[src/rtl/seg7_pkg.sv]
// Shared 7-segment constants (active-low, bit6..0 = a..g) and reader FSM state type.
// Common to the BCD-to-7-segment driver and the scan reader so loopback tests agree.
package seg7_pkg;

  localparam int SEG_A = 6;
  localparam int SEG_B = 5;
  localparam int SEG_C = 4;
  localparam int SEG_D = 3;
  localparam int SEG_E = 2;
  localparam int SEG_F = 1;
  localparam int SEG_G = 0;

  localparam logic [6:0] SEG7_P0 = 7'h01;
  localparam logic [6:0] SEG7_P1 = 7'h4F;
  localparam logic [6:0] SEG7_P2 = 7'h12;
  localparam logic [6:0] SEG7_P3 = 7'h06;
  localparam logic [6:0] SEG7_P4 = 7'h4C;
  localparam logic [6:0] SEG7_P5 = 7'h24;
  localparam logic [6:0] SEG7_P6 = 7'h20;
  localparam logic [6:0] SEG7_P7 = 7'h0F;
  localparam logic [6:0] SEG7_P8 = 7'h00;
  localparam logic [6:0] SEG7_P9 = 7'h04;
  localparam logic [6:0] SEG7_PA = 7'h08;
  localparam logic [6:0] SEG7_PB = 7'h60;
  localparam logic [6:0] SEG7_PC = 7'h31;
  localparam logic [6:0] SEG7_PD = 7'h42;
  localparam logic [6:0] SEG7_PE = 7'h30;
  localparam logic [6:0] SEG7_PF = 7'h38;

  localparam logic [3:0] SEG7_ILLEGAL = 4'hF;

  typedef enum logic [1:0] {
    ST_IDLE    = 2'd0,
    ST_SETTLE  = 2'd1,
    ST_CAPTURE = 2'd2
  } seg7_state_t;

endpackage

[src/rtl/seg7_pattern_decode.sv]
// Combinational active-low segment pattern to 4-bit code decoder.
// Hex letters A..F are only legal when SEG7_READER_HEX_EN is defined.
module seg7_pattern_decode
  import seg7_pkg::*;
(
  input  logic [6:0] i_seg_n,
  output logic [3:0] o_code,
  output logic       o_legal
);

  always_comb begin
    o_code  = SEG7_ILLEGAL;
    o_legal = 1'b0;
    case (i_seg_n)
      SEG7_P0: begin o_code = 4'h0; o_legal = 1'b1; end
      SEG7_P1: begin o_code = 4'h1; o_legal = 1'b1; end
      SEG7_P2: begin o_code = 4'h2; o_legal = 1'b1; end
      SEG7_P3: begin o_code = 4'h3; o_legal = 1'b1; end
      SEG7_P4: begin o_code = 4'h4; o_legal = 1'b1; end
      SEG7_P5: begin o_code = 4'h5; o_legal = 1'b1; end
      SEG7_P6: begin o_code = 4'h6; o_legal = 1'b1; end
      SEG7_P7: begin o_code = 4'h7; o_legal = 1'b1; end
      SEG7_P8: begin o_code = 4'h8; o_legal = 1'b1; end
      SEG7_P9: begin o_code = 4'h9; o_legal = 1'b1; end
`ifdef SEG7_READER_HEX_EN
      SEG7_PA: begin o_code = 4'hA; o_legal = 1'b1; end
      SEG7_PB: begin o_code = 4'hB; o_legal = 1'b1; end
      SEG7_PC: begin o_code = 4'hC; o_legal = 1'b1; end
      SEG7_PD: begin o_code = 4'hD; o_legal = 1'b1; end
      SEG7_PE: begin o_code = 4'hE; o_legal = 1'b1; end
      SEG7_PF: begin o_code = 4'hF; o_legal = 1'b1; end
`endif
      default: begin o_code = SEG7_ILLEGAL; o_legal = 1'b0; end
    endcase
  end

endmodule

[src/rtl/seg7_scan_reader.sv]
// Recovers per-digit BCD codes from a multiplexed active-low 7-segment bus.
// Optional hex letter decoding is enabled with SEG7_READER_HEX_EN.
module seg7_scan_reader
  import seg7_pkg::*;
#(
  parameter int NDIG       = 4,
  parameter int STABLE_CYC = 4
) (
  input  logic              clk,
  input  logic              rst,
  input  logic [6:0]        seg_n,
  input  logic [NDIG-1:0]   an_n,
  output logic [4*NDIG-1:0] bcd_o,
  output logic [NDIG-1:0]   dig_valid_o,
  output logic              frame_o,
  output logic              err_o
);

  localparam logic [8:0] STABLE_TGT = 9'(STABLE_CYC);

  logic [6:0]      r_seg_s1, r_seg_s2, r_ref_seg;
  logic [NDIG-1:0] r_an_s1, r_an_s2, r_ref_an;
  logic [7:0]      r_cnt, w_cnt_next;
  seg7_state_t     r_state, w_state_next;
  logic            r_done, w_done_next;
  logic            w_ref_load, w_cap_fire;
  logic [NDIG-1:0] r_seen, w_cap_mask, w_ref_sel, w_an_sel;
  logic            r_frame, r_err;
  logic            w_an_onehot, w_same;
  logic [3:0]      w_dec_code;
  logic            w_dec_legal;

  always_ff @(posedge clk or posedge rst) begin
    if (rst) begin
      r_seg_s1 <= '1;
      r_seg_s2 <= '1;
      r_an_s1  <= '1;
      r_an_s2  <= '1;
    end else begin
      r_seg_s1 <= seg_n;
      r_seg_s2 <= r_seg_s1;
      r_an_s1  <= an_n;
      r_an_s2  <= r_an_s1;
    end
  end

  assign w_an_sel    = ~r_an_s2;
  assign w_an_onehot = (w_an_sel != '0) && ((w_an_sel & (w_an_sel - 1'b1)) == '0);
  assign w_same      = (r_an_s2 == r_ref_an) && (r_seg_s2 == r_ref_seg);
  assign w_ref_sel   = ~r_ref_an;

  always_comb begin
    w_state_next = r_state;
    w_cnt_next   = r_cnt;
    w_done_next  = r_done;
    w_ref_load   = 1'b0;
    w_cap_fire   = 1'b0;
    case (r_state)
      ST_IDLE: begin
        if (w_an_onehot) begin
          w_state_next = ST_SETTLE;
          w_ref_load   = 1'b1;
          w_cnt_next   = 8'd1;
        end
      end
      ST_SETTLE: begin
        if (!w_same) begin
          if (w_an_onehot) begin
            w_ref_load = 1'b1;
            w_cnt_next = 8'd1;
          end else begin
            w_state_next = ST_IDLE;
          end
        end else begin
          w_cnt_next = r_cnt + 8'd1;
          if ({1'b0, r_cnt} + 9'd1 >= STABLE_TGT) begin
            w_state_next = ST_CAPTURE;
            w_done_next  = 1'b0;
          end
        end
      end
      ST_CAPTURE: begin
        // First cycle captures; afterwards wait for the scan to move on.
        if (!r_done) begin
          w_cap_fire  = 1'b1;
          w_done_next = 1'b1;
        end else if (r_an_s2 != r_ref_an) begin
          w_state_next = ST_IDLE;
          w_done_next  = 1'b0;
        end
      end
      default: begin
        w_state_next = ST_IDLE;
        w_done_next  = 1'b0;
      end
    endcase
  end

  always_ff @(posedge clk or posedge rst) begin
    if (rst) begin
      r_state   <= ST_IDLE;
      r_cnt     <= '0;
      r_done    <= 1'b0;
      r_ref_an  <= '1;
      r_ref_seg <= '1;
    end else begin
      r_state <= w_state_next;
      r_cnt   <= w_cnt_next;
      r_done  <= w_done_next;
      if (w_ref_load) begin
        r_ref_an  <= r_an_s2;
        r_ref_seg <= r_seg_s2;
      end
    end
  end

  seg7_pattern_decode u_decode (
    .i_seg_n (r_ref_seg),
    .o_code  (w_dec_code),
    .o_legal (w_dec_legal)
  );

  for (genvar gi = 0; gi < NDIG; gi++) begin : g_dig
    logic [3:0] r_bcd;
    logic       r_valid;

    always_ff @(posedge clk or posedge rst) begin
      if (rst) begin
        r_bcd   <= SEG7_ILLEGAL;
        r_valid <= 1'b0;
      end else if (w_cap_fire && w_ref_sel[gi]) begin
        r_bcd   <= w_dec_legal ? w_dec_code : SEG7_ILLEGAL;
        r_valid <= w_dec_legal;
      end
    end

    assign bcd_o[4*gi +: 4] = r_bcd;
    assign dig_valid_o[gi]  = r_valid;
  end

  assign w_cap_mask = w_cap_fire ? w_ref_sel : '0;

  // A capture landing on the clearing cycle is kept for the next frame.
  always_ff @(posedge clk or posedge rst) begin
    if (rst) begin
      r_seen  <= '0;
      r_frame <= 1'b0;
      r_err   <= 1'b0;
    end else begin
      r_seen  <= ((&r_seen) ? '0 : r_seen) | w_cap_mask;
      r_frame <= &r_seen;
      if (w_cap_fire && !w_dec_legal) r_err <= 1'b1;
    end
  end

  assign frame_o = r_frame;
  assign err_o   = r_err;

endmodule

[config.mk]
export PLATFORM = sky130hd
export DESIGN_NAME = seg7_scan_reader
export DESIGN_NICKNAME = d
export VERILOG_FILES = /design/src/rtl/seg7_pkg.sv /design/src/rtl/seg7_pattern_decode.sv /design/src/rtl/seg7_scan_reader.sv
export SDC_FILE = /design/constraint.sdc
export NUM_CORES = 1
export LEC_CHECK = 0
export CAP_MARGIN = 10
export CORE_MARGIN = 3
export CORE_UTILIZATION = 59
export CTS_CLUSTER_SIZE = 25
export DETAILED_ROUTE_END_ITERATION = 8
export HOLD_SLACK_MARGIN = 0.02
export PLACE_DENSITY_LB_ADDON = 0.12
export SYNTH_ARGS = -nofsm -noshare
export SYNTH_HDL_FRONTEND = slang
export SYNTH_HIERARCHICAL = 1
export SYNTH_SLANG_ARGS = --single-unit
[constraint.sdc]
create_clock -name clk -period 3.8 [get_ports clk]
set_input_delay 0.57 -clock clk [delete_from_list [all_inputs] [get_ports clk]]
set_output_delay 0.57 -clock clk [all_outputs]
set_load 0.01 [all_outputs]
# Yosys cells after proc, flatten, opt, wreduce, memory -nomap -nowiden
# Index checks and enable logic that the tools add are counted.
# word_totals
reg_bits	70
inputBits	13
out_inout_bits	22
elab_cells	92
# op_classes
add_sub_neg	3
n_lt_le_gt_ge	1
eq_ne	21
muxes	25
n_bitwise	5
reduce_logical	17
# ops
operator	count
$pmux W4 S10	1
$mux W8	2
$pmux W8 S2	1
$eq A7 B3 Y1 const B	2
$eq A7 B6 Y1 const B	2
$eq A7 B7 Y1 const B	2
$mux W2	6
$mux W4	3
$ne A2 B2 Y1 const B	5
$reduce_or A10 Y1	1
$add A8 B1 Y9 const B	1
$ge A9 B3 Y1 const B	1
$mux W1	9
$add A8 B1 Y8 const B	1
$not A4 Y4	2
$eq A7 B1 Y1 const B	1
$eq A7 B4 Y1 const B	1
$eq A7 B5 Y1 const B	1
$eq A7 B7 Y1	1
$logic_and A1 B1 Y1	7
$logic_not A7 Y1	1
$ne A3 B3 Y1 const B	2
$pmux W2 S3	1
$reduce_and A5 Y1	1
other kinds (17)	17

# Longest topological paths before layout
# Gate-level depths: netlist of the first run.
# logic_depth
word_depth	8
ltp_mapped	7
depth_no_buf	7

# By module
# Netlist of the first run, hierarchy kept.
# by_module_without_submodules
module	instances	cells_each	area_each_um2	seq_area_each_um2
seg7_scan_reader	1	213	2808.9	1813.0
seg7_pattern_decode	1	26	185.2	0.0

# Worst setup path after synthesis of the first run
# No wires, ideal clock.
# synth_timing
path_kind	register -> register
from	register r_cnt[0]
to	register r_state[1]
setup_ns	0.118
arrival_time_ns	1.746
required_ns	3.682
path_slack_ns	1.936
stages_incl_launch_ff	7
n_path_buf	0
synth_period_minus_slack_ns	1.864
cell_sequence	dfrtp_1 -> ha_1 -> or3b_1 -> a21oi_1 -> a21oi_1 -> or4_4 -> a21o_1
# synth_via
elab_chain_cells	4
# synth_rtl
item	line_no	text
start, declared	seg7_scan_reader.sv:23	logic [7:0] r_cnt, w_cnt_next;
start signal, assigned	seg7_scan_reader.sv:108	r_cnt <= w_cnt_next;
$add A8 B1 Y9	seg7_scan_reader.sv:76	if ({1'b0, r_cnt} + 9'd1 >= STABLE_TGT) begin
$ge A9 B3 Y1	seg7_scan_reader.sv:76	
$ne A3 B3 Y1 (no line)	-	
$reduce_and A5 Y1 (no line)	-	
end signal, assigned	seg7_scan_reader.sv:107	r_state <= w_state_next;
end, declared	seg7_scan_reader.sv:24	seg7_state_t r_state, w_state_next;
# No other way between the ends.
# A chain may end at the register's enable or synchronous reset.

# Final worst setup path of the first run
# layout_timing
from	register r_ref_seg[0]
to	register r_ref_an[0]
# layout_via
elab_chain_cells	4
# layout_rtl
item	line_no	text
start, declared	seg7_scan_reader.sv:21	logic [6:0] r_seg_s1, r_seg_s2, r_ref_seg;
start signal, assigned	seg7_scan_reader.sv:112	r_ref_seg <= r_seg_s2;
$eq A7 B7 Y1	seg7_scan_reader.sv:49	assign w_same = (r_an_s2 == r_ref_an) && (r_seg_s2 == r_ref_seg);
$logic_and A1 B1 Y1	seg7_scan_reader.sv:49	
$mux W1	seg7_scan_reader.sv:67	if (!w_same) begin
$pmux W1 S2	seg7_scan_reader.sv:58	case (r_state)
end signal, assigned	seg7_scan_reader.sv:111	r_ref_an <= r_an_s2;
end, declared	seg7_scan_reader.sv:22	logic [NDIG-1:0] r_an_s1, r_an_s2, r_ref_an;
# No other way between the ends.

==> results of run 1 <==
==> cell usage in the layout, fill, tap and decap left out, types with 2 or more instances in the layout <==
cell type	Yosys	layout
sky130_fd_sc_hd__a22o_1	7	7
sky130_fd_sc_hd__nor2b_1	6	6
sky130_fd_sc_hd__a21oi_1	20	20
sky130_fd_sc_hd__nor2_1	25	25
sky130_fd_sc_hd__o21bai_1	2	2
sky130_fd_sc_hd__inv_2	1	2
sky130_fd_sc_hd__mux2i_1	2	2
sky130_fd_sc_hd__clkdlybuf4s50_1	0	34
sky130_fd_sc_hd__a21o_1	7	7
sky130_fd_sc_hd__nand3_1	4	4
sky130_fd_sc_hd__xnor2_1	12	12
sky130_fd_sc_hd__nand3_2	2	2
sky130_fd_sc_hd__clkbuf_8	0	11
sky130_fd_sc_hd__nand3b_1	2	2
sky130_fd_sc_hd__clkinv_2	0	2
sky130_fd_sc_hd__nand2b_1	2	2
sky130_fd_sc_hd__nor2_2	4	4
sky130_fd_sc_hd__xor2_1	5	5
sky130_fd_sc_hd__mux2_2	16	16
sky130_fd_sc_hd__nor4_1	3	3
sky130_fd_sc_hd__nor3_1	3	3
sky130_fd_sc_hd__o21ai_0	4	4
sky130_fd_sc_hd__dfrtp_1	21	21
sky130_fd_sc_hd__dfstp_2	49	49
sky130_fd_sc_hd__nand2_1	7	7
sky130_fd_sc_hd__inv_1	3	2
sky130_fd_sc_hd__nand4_1	3	3
==> report_power, final <==
| part | leakage (nW) | total, mW | switching [mW] | internal [mW] |
|---|---|---|---|---|
| registers | 0.799 | 0.878 | 0.0605 | 0.818 |
| clock network | 0.106 | 0.613 | 0.274 | 0.339 |
| logic | 0.592 | 0.166 | 0.0778 | 0.0880 |
| total | 1.50 | 1.66 | 0.412 | 1.24 |
==> through the flow <==
step | worst slack [ps] | power, mW | hold slack [ps]
after floorplan | 1540 | 1.01 | 345
after global placement | 1600 | 1.06 | 346
after detailed placement | 1610 | 1.06 | 347
after CTS | 1600 | 1.67 | 354
after global routing | 1460 | 1.73 | 358
final | 1600 | 1.66 | 354
==> metal layers <==
| metal | track usage, % | part of all wire [%] | up-vias |
|---|---|---|---|
| li1 | - | - | 916 |
| met1 | 27.0 | 48 | 899 |
| met2 | 30.1 | 46 | 52 |
| met3 | 4.93 | 4.3 | 5 |
| met4 | 7.47 | 0.96 | 0 |
| met5 | 0 | 0 | - |
==> synth_stat cells (2+ instances only) <==
master,count,area [um2]
sky130_fd_sc_hd__a21o_1,7,52.6
sky130_fd_sc_hd__a21oi_1,20,100
sky130_fd_sc_hd__a22o_1,7,61.3
sky130_fd_sc_hd__buf_2,2,10.0
sky130_fd_sc_hd__buf_4,4,30.0
sky130_fd_sc_hd__dfrtp_1,21,526
sky130_fd_sc_hd__dfstp_2,49,1290
sky130_fd_sc_hd__inv_1,3,11.3
sky130_fd_sc_hd__mux2_2,16,180
sky130_fd_sc_hd__mux2i_1,2,20.0
sky130_fd_sc_hd__nand2_1,7,26.3
sky130_fd_sc_hd__nand2b_1,2,12.5
sky130_fd_sc_hd__nand3_1,4,20.0
sky130_fd_sc_hd__nand3_2,2,20.0
sky130_fd_sc_hd__nand3b_1,2,15.0
sky130_fd_sc_hd__nand4_1,3,18.8
sky130_fd_sc_hd__nor2_1,25,93.8
sky130_fd_sc_hd__nor2_2,4,25.0
sky130_fd_sc_hd__nor2b_1,6,37.5
sky130_fd_sc_hd__nor3_1,3,15.0
sky130_fd_sc_hd__nor4_1,3,18.8
sky130_fd_sc_hd__o21ai_0,4,20.0
sky130_fd_sc_hd__o21bai_1,2,15.0
sky130_fd_sc_hd__xnor2_1,12,105
sky130_fd_sc_hd__xor2_1,5,43.8
==> state kept, by name, summed over array words and instances, names as in the netlist <==
signal and count:
r_done 1, r_an_s2 4, g_dig.r_valid 4, r_ref_seg 7, frame_o 1, err_o 1
r_seg_s2 7, r_seen 4, r_an_s1 4, r_state 2, r_seg_s1 7, g_dig.r_bcd 16
r_ref_an 4, r_cnt 8
==> logic make-up (layout without fill, tap and decap cells) <==
family                     after synthesis  count (layout)  synth area share (%)
adders and majority gates                1               1                 0.418
AOI/OAI and AO/OA                       48              48                  10.9
buffers and inverters                   13              55                  2.51
muxes                                   19              19                  7.06
and+or+nand+nor                         71              71                  13.6
xor gates and xnor gates                17              17                  4.97
DFF                                     70              70                  60.6
==> final cells by class <==
type,instances,share of cell area (%)
Sequential cell,70,50.7
Multi-Input combinational cell,156,31.0
Clock buffer,11,4.24
Inverter,4,0.420
Clock inverter,5,1.58
Timing Repair Buffer,35,9.73
Tap cell,67,2.35
==> worst max-delay path, delay by kind of cell, from the launching register on <==
| family | cells | cell delay [ps] |
|---|---|---|
| DFF | 1 | 620 |
| muxes | 1 | 410 |
| xor gates and xnor gates | 1 | 110 |
| and+or+nand+nor | 3 | 980 |
==> worst min path at each step <==
stage,start,to
2_1_floorplan,r_an_s1[0],r_an_s2[0]
3_3_place_gp,r_an_s1[2],r_an_s2[2]
3_5_place_dp,r_an_s1[2],r_an_s2[2]
4_1_cts,r_seg_s1[2],r_seg_s2[2]
5_1_grt,r_seg_s1[2],r_seg_s2[2]
6_report,r_seg_s1[2],r_seg_s2[2]
==> summary.txt, run 1 <==
Setup path
  – Crit-path cells: xnor2_1 -> nand4_1 -> nor3_4 -> nor3b_2 -> mux2_2
  – Beginning of the worst register-to-register path: r_ref_seg[0]
  – CP max FO: 12
  – Endpoint type of the worst setup path: flop
  – Cell type of the slowest stage on the worst timing path: sky130_fd_sc_hd__nor3b_2
  – Path type of the worst setup path: flop to flop
  – Number of cell instances on the worst register-to-register path: 5
  – Worst path required time: 4060 ps
  – End of the critical path: r_ref_an[0]
  – Startpoint kind of the worst setup timing path: flop
  – Setup crit start: r_ref_seg[0]
  – Worst path max stage delay: 710 ps
  – Worst reg2reg path endpoint: r_ref_an[0]
  – Worst reg-to-reg setup slack: 1600 ps
  – Data arrival time of the critical path: 2460 ps

Finish
  – Finished layout cell area: 3570 um2
  – Ratio of cells with drive above 1 in the final layout: 34.5%
  – Antenna diode instance count: 0
  – Filler-free cell count of the finished design: 348
  – End-of-flow core utilization: 74.2%
  – Synthesis-to-finish area growth: 19.3%
  – Storage element area: 1810 um2
  – # fillers: 347
  – Area occupied by multi-input gates: 1110 um2
  – Number of nets in the finished design: 290

Floorplan
  – Std-Cell Core Area: 4820 um2
  – Chip Width: 77.2 um
  – Die outline height: 77.2 um
  – Die area: 5970 um2
  – Starting utilization of the core area: 62.2%
  – Ports placed on the boundary: 35
  – Number of core rows: 25

Route
  – Routed length per instance: 14.9 um
  – Total DRC errors in the routed layout: 0
  – Remaining antenna violation count: 0
  – Ratio of routed vias to standard cells: 5.38
  – Vias: 1872
  – DRC marker count from the first detailed-route iteration: 87
  – Number of detailed-route iterations in the first pass: 4
  – Final Routed Wirelength: 5.19 mm

Timing
  – Accumulated negative setup slack: 0 ps
  – Count of endpoints failing setup in the final report: 0
  – Ratio of final minimum period to clock period: 58.0%
  – Fmax achieved: 454 MHz
  – Final critical delay including setup and external delays: 2200 ps
  – Unrepaired setup endpoints after global routing: no
  – Slew at the pin closest to its max-slew limit: 856 ps
  – Slew Viols, Final: 0
  – Largest clock skew in the final design: 10.3 ps
  – Hold Fails Final Rpt: 0
  – Max-slew headroom: 42.7%

Place
  – Placed Cells: 332
  – Detailed Place HPWL: 3.57 mm
  – RePlAce Congestion: 0.840
  – Count of input and output buffers: 34
  – Post-place instance area: 3370 um2

Logic synthesis
  – Gate count of the mapped netlist: 239
  – Unique cell type count in the Yosys netlist: 49
  – #FFs+latches synth: 70
  – Share of the yosys chip area belonging to registers: 60.6%
  – Warnings from Yosys: 6
  – Synthesized area: 2990 um2
  – Main synth FF type: sky130_fd_sc_hd__dfstp_2
  – Post-synth ARST share: 100%
  – Synthesized netlist net count: 253
  – Post-synthesis area per instance: 12.5 um2
  – Number of enable flip-flop cells after synthesis: 0

Clock tree
  – CTS H-tree depth: 3
  – Latest clock arrival within the worst-skew pair: 340 ps
  – CTS tree: yes
  – Quantity of hold-fixing buffers added after cts: 0
  – Clock tree root driver cell: sky130_fd_sc_hd__clkbuf_8
  – Number of CTS-inserted buffers: 9
  – Maximum count of clock buffers along a single path: 2
  – Number of buffers inserted to repair setup after CTS: 0
  – Clock-pin slew of the registers on the worst-case setup and hold paths: 80 ps
  – Clock tree sinks: 70
  – CTS resizes: 0

Power
  – Static Leak: 1.50 nW
  – VDD IR-drop max: 362 uV
  – Power Density: 464 nW/um2

Min path
  – Classification of the worst-slack hold path: flop to flop
  – Number of cells on the worst hold path: 0

GRT
  – Number of antenna violations at the first check in global routing: 0
  – Via count of the first global-routing pass: 1848
  – Largest net degree at the start of global routing: 40
  – Overflow left after global routing: 0
  – Global-route wire length before repair: 8.96 mm
  – GRT Util Overall: 19.6%

Status
  – Result of the run: complete, no violations

Run
  – Maximum capacitance violations: 0
Note: power is estimated with default switching activity, not from simulation.
==> run 2, diff against run 1 <==
--- a/config.mk
+++ b/config.mk
@@ -7,7 +7,7 @@
 export LEC_CHECK = 0
 export CAP_MARGIN = 10
 export CORE_MARGIN = 3
-export CORE_UTILIZATION = 59
+export CORE_UTILIZATION = 55
 export CTS_CLUSTER_SIZE = 25
 export DETAILED_ROUTE_END_ITERATION = 8
 export HOLD_SLACK_MARGIN = 0.02
==> constraint.sdc (replaced) <==
create_clock -name clk -period 2.1 [get_ports clk]
set_input_delay 0.315 -clock clk [delete_from_list [all_inputs] [get_ports clk]]
set_output_delay 0.315 -clock clk [all_outputs]
set_load 0.01 [all_outputs]
==> summary.txt, run 2 (synthesis gave the netlist of run 1 again) <==
Status
  – Result of the run: complete, no violations (unchanged)

Clock tree
  – Clock tree sinks: 70 (unchanged)
  – Maximum count of clock buffers along a single path: 2 (unchanged)
  – Quantity of hold-fixing buffers added after cts: 0 (unchanged)
  – CTS tree: yes (unchanged)
  – CTS H-tree depth: 3 (unchanged)
  – Clock-pin slew of the registers on the worst-case setup and hold paths: 70 ps (was 80 ps)
  – Clock tree root driver cell: sky130_fd_sc_hd__clkbuf_8 (unchanged)
  – Latest clock arrival within the worst-skew pair: 340 ps (about the same)
  – Number of CTS-inserted buffers: 9 (unchanged)

Place
  – RePlAce Congestion: 0.820 (was 0.840)
  – Count of input and output buffers: 34 (unchanged)
  – Placed Cells: 352 (was 332)
  – Detailed Place HPWL: 3.89 mm (was 3.57 mm)

Setup path
  – Path type of the worst setup path: flop to flop (unchanged)
  – Worst path required time: 2360 ps (was 4060 ps)
  – CP max FO: 12 (unchanged)
  – Data arrival time of the critical path: 2260 ps (was 2460 ps)
  – Startpoint kind of the worst setup timing path: flop (unchanged)
  – Endpoint type of the worst setup path: flop (unchanged)

GRT
  – Global-route wire length before repair: 9.15 mm (was 8.96 mm)
  – GRT Util Overall: 19.1% (was 19.6%)
  – Number of antenna violations at the first check in global routing: 0 (unchanged)
  – Largest net degree at the start of global routing: 71 (was 40)
  – Via count of the first global-routing pass: 1965 (was 1848)
  – Overflow left after global routing: 0 (unchanged)

Finish
  – End-of-flow core utilization: 72.0% (was 74.2%)
  – Synthesis-to-finish area growth: 24.4% (was 19.3%)
  – Register name with the most flops: g_dig.r_bcd (unchanged)
  – Filler-free cell count of the finished design: 368 (was 348)
  – Max reg flops: 16 (unchanged)
  – Ratio of cells with drive above 1 in the final layout: 37.9% (was 34.5%)
  – Commonest non-fill, non-tap cell in the layout: sky130_fd_sc_hd__dfstp_2 (unchanged)
  – Antenna diode instance count: 0 (unchanged)
  – Number of nets in the finished design: 307 (was 290)
  – Largest registers: g_dig.r_bcd x16, r_cnt x8 (unchanged)
  – Top library cells by usage in the layout, fill and taps aside: sky130_fd_sc_hd__dfstp_2, sky130_fd_sc_hd__clkdlybuf4s50_1, sky130_fd_sc_hd__nor2_1 (unchanged)

Timing
  – Count of endpoints failing setup in the final report: 0 (unchanged)
  – Max-slew headroom: 57.4% (was 42.7%)
  – Slew Viols, Final: 0 (unchanged)
  – Largest clock skew in the final design: 7.74 ps (was 10.3 ps)
  – Hold Fails Final Rpt: 0 (unchanged)
  – Final critical delay including setup and external delays: 2000 ps (was 2200 ps)
  – Accumulated negative setup slack: 0 ps (unchanged)
  – Unrepaired setup endpoints after global routing: no (unchanged)
  – Slew at the pin closest to its max-slew limit: 639 ps (was 856 ps)
  – Fmax achieved: 499 MHz (was 454 MHz)
  – Ratio of final minimum period to clock period: 95.4% (was 58.0%)

Route
  – Total DRC errors in the routed layout: 0 (unchanged)
  – Remaining antenna violation count: 0 (unchanged)
  – Number of detailed-route iterations in the first pass: 5 (was 4)
  – Final Routed Wirelength: 5.41 mm (was 5.19 mm)
  – Vias: 1936 (was 1872)
  – Routed length per instance: 14.7 um (was 14.9 um)
  – DRC marker count from the first detailed-route iteration: 58 (was 87)
  – Ratio of routed vias to standard cells: 5.26 (was 5.38)

Run
  – Maximum capacitance violations: 0 (unchanged)

Floorplan
  – Starting utilization of the core area: 57.9% (was 62.2%)
  – Chip Width: 79.8 um (was 77.2 um)
  – Die outline height: 79.8 um (was 77.2 um)
  – Std-Cell Core Area: 5170 um2 (was 4820 um2)
  – Ports placed on the boundary: 35 (unchanged)
  – Die area: 6360 um2 (was 5970 um2)
  – Number of core rows: 26 (was 25)

Power
  – Power Density: 813 nW/um2 (was 464 nW/um2)
  – Final total power: 3.03 mW (was 1.66 mW)
  – Static Leak: 1.58 nW (was 1.50 nW)
  – VDD IR-drop max: 638 uV (was 362 uV)

Min path
  – Classification of the worst-slack hold path: flop to flop (unchanged)
## run 2: final timing paths
check / from / slack, ps / to / cells past startpoint
setup / recovery: r_an_s2[1] / 100 / r_ref_an[0] / 5
hold / removal: r_an_s1[1] / 350 / r_an_s2[1] / 0
setup reg to reg: r_an_s2[1] / 100 / r_ref_an[0] / 5
hold reg to reg: r_an_s1[1] / 350 / r_an_s2[1] / 0
max in group asynchronous: rst / 1420 / r_seg_s2[1] / 3
min in group asynchronous: rst / 370 / err_o / 3
## run 2: cell type report
cell class | count | area (um2)
tap | 70 | 87.6
sequential | 70 | 1810
inverter | 4 | 15.0
fill | 377 | 1450
clock buffer | 15 | 166
multi-input combinational | 156 | 1120
clock inverter | 1 | 30.0
timing repair buffer | 52 | 488
## run 2: what timing repair did
action,in CTS,in global routing
setup buffers,0,0
setup endpoints to repair,11,9
gates resized for setup,1,3
pin swaps,0,0
## run 2: routing by layer
layer | track usage [%] | share of wire [%]
met1 | 24.8 | 44
met2 | 30.3 | 51
met3 | 6.43 | 5.0
met4 | 6.59 | 0.46
met5 | 0 | 0
## run 2: report_power, final
group          switching [mW]  leakage, nW  internal (mW)  total, mW
logic                   0.203        0.679          0.214      0.417
clock network           0.454       0.0979          0.616       1.07
registers              0.0634        0.799           1.48       1.54
total                   0.720         1.58           2.31       3.03
## run 2: worst max-delay path: stages, from the launching register on
cell and delay [ps]:
sky130_fd_sc_hd__dfstp_2 580, sky130_fd_sc_hd__nand3_1 80, sky130_fd_sc_hd__o21ai_0 150, sky130_fd_sc_hd__a31o_2 140, sky130_fd_sc_hd__nor3b_4 560, sky130_fd_sc_hd__mux2_2 420
## run 2: per-stage QoR
| step | hold slack (ps) | cell area, um2 | worst slack (ps) |
|---|---|---|---|
| after floorplan | 319 | 2990 | 97.9 |
| after global placement | 346 | 3510 | -50.8 |
| after detailed placement | 347 | 3510 | -100 |
| after CTS | 350 | 3710 | 80.1 |
| after global routing | 353 | 3720 | 2.42 |
| final | 350 | 3720 | 97.5 |
==> run 3, diff against run 2 <==
--- a/config.mk
+++ b/config.mk
@@ -10,9 +10,11 @@
 export CORE_UTILIZATION = 55
 export CTS_CLUSTER_SIZE = 25
 export DETAILED_ROUTE_END_ITERATION = 8
+export GPL_ROUTABILITY_DRIVEN = 0
 export HOLD_SLACK_MARGIN = 0.02
 export PLACE_DENSITY_LB_ADDON = 0.12
 export SYNTH_ARGS = -nofsm -noshare
 export SYNTH_HDL_FRONTEND = slang
 export SYNTH_HIERARCHICAL = 1
 export SYNTH_SLANG_ARGS = --single-unit
+export TNS_END_PERCENT = 50
==> results of run 3 <==
The final DEF is identical to that of run 2; final timing and power are the same.
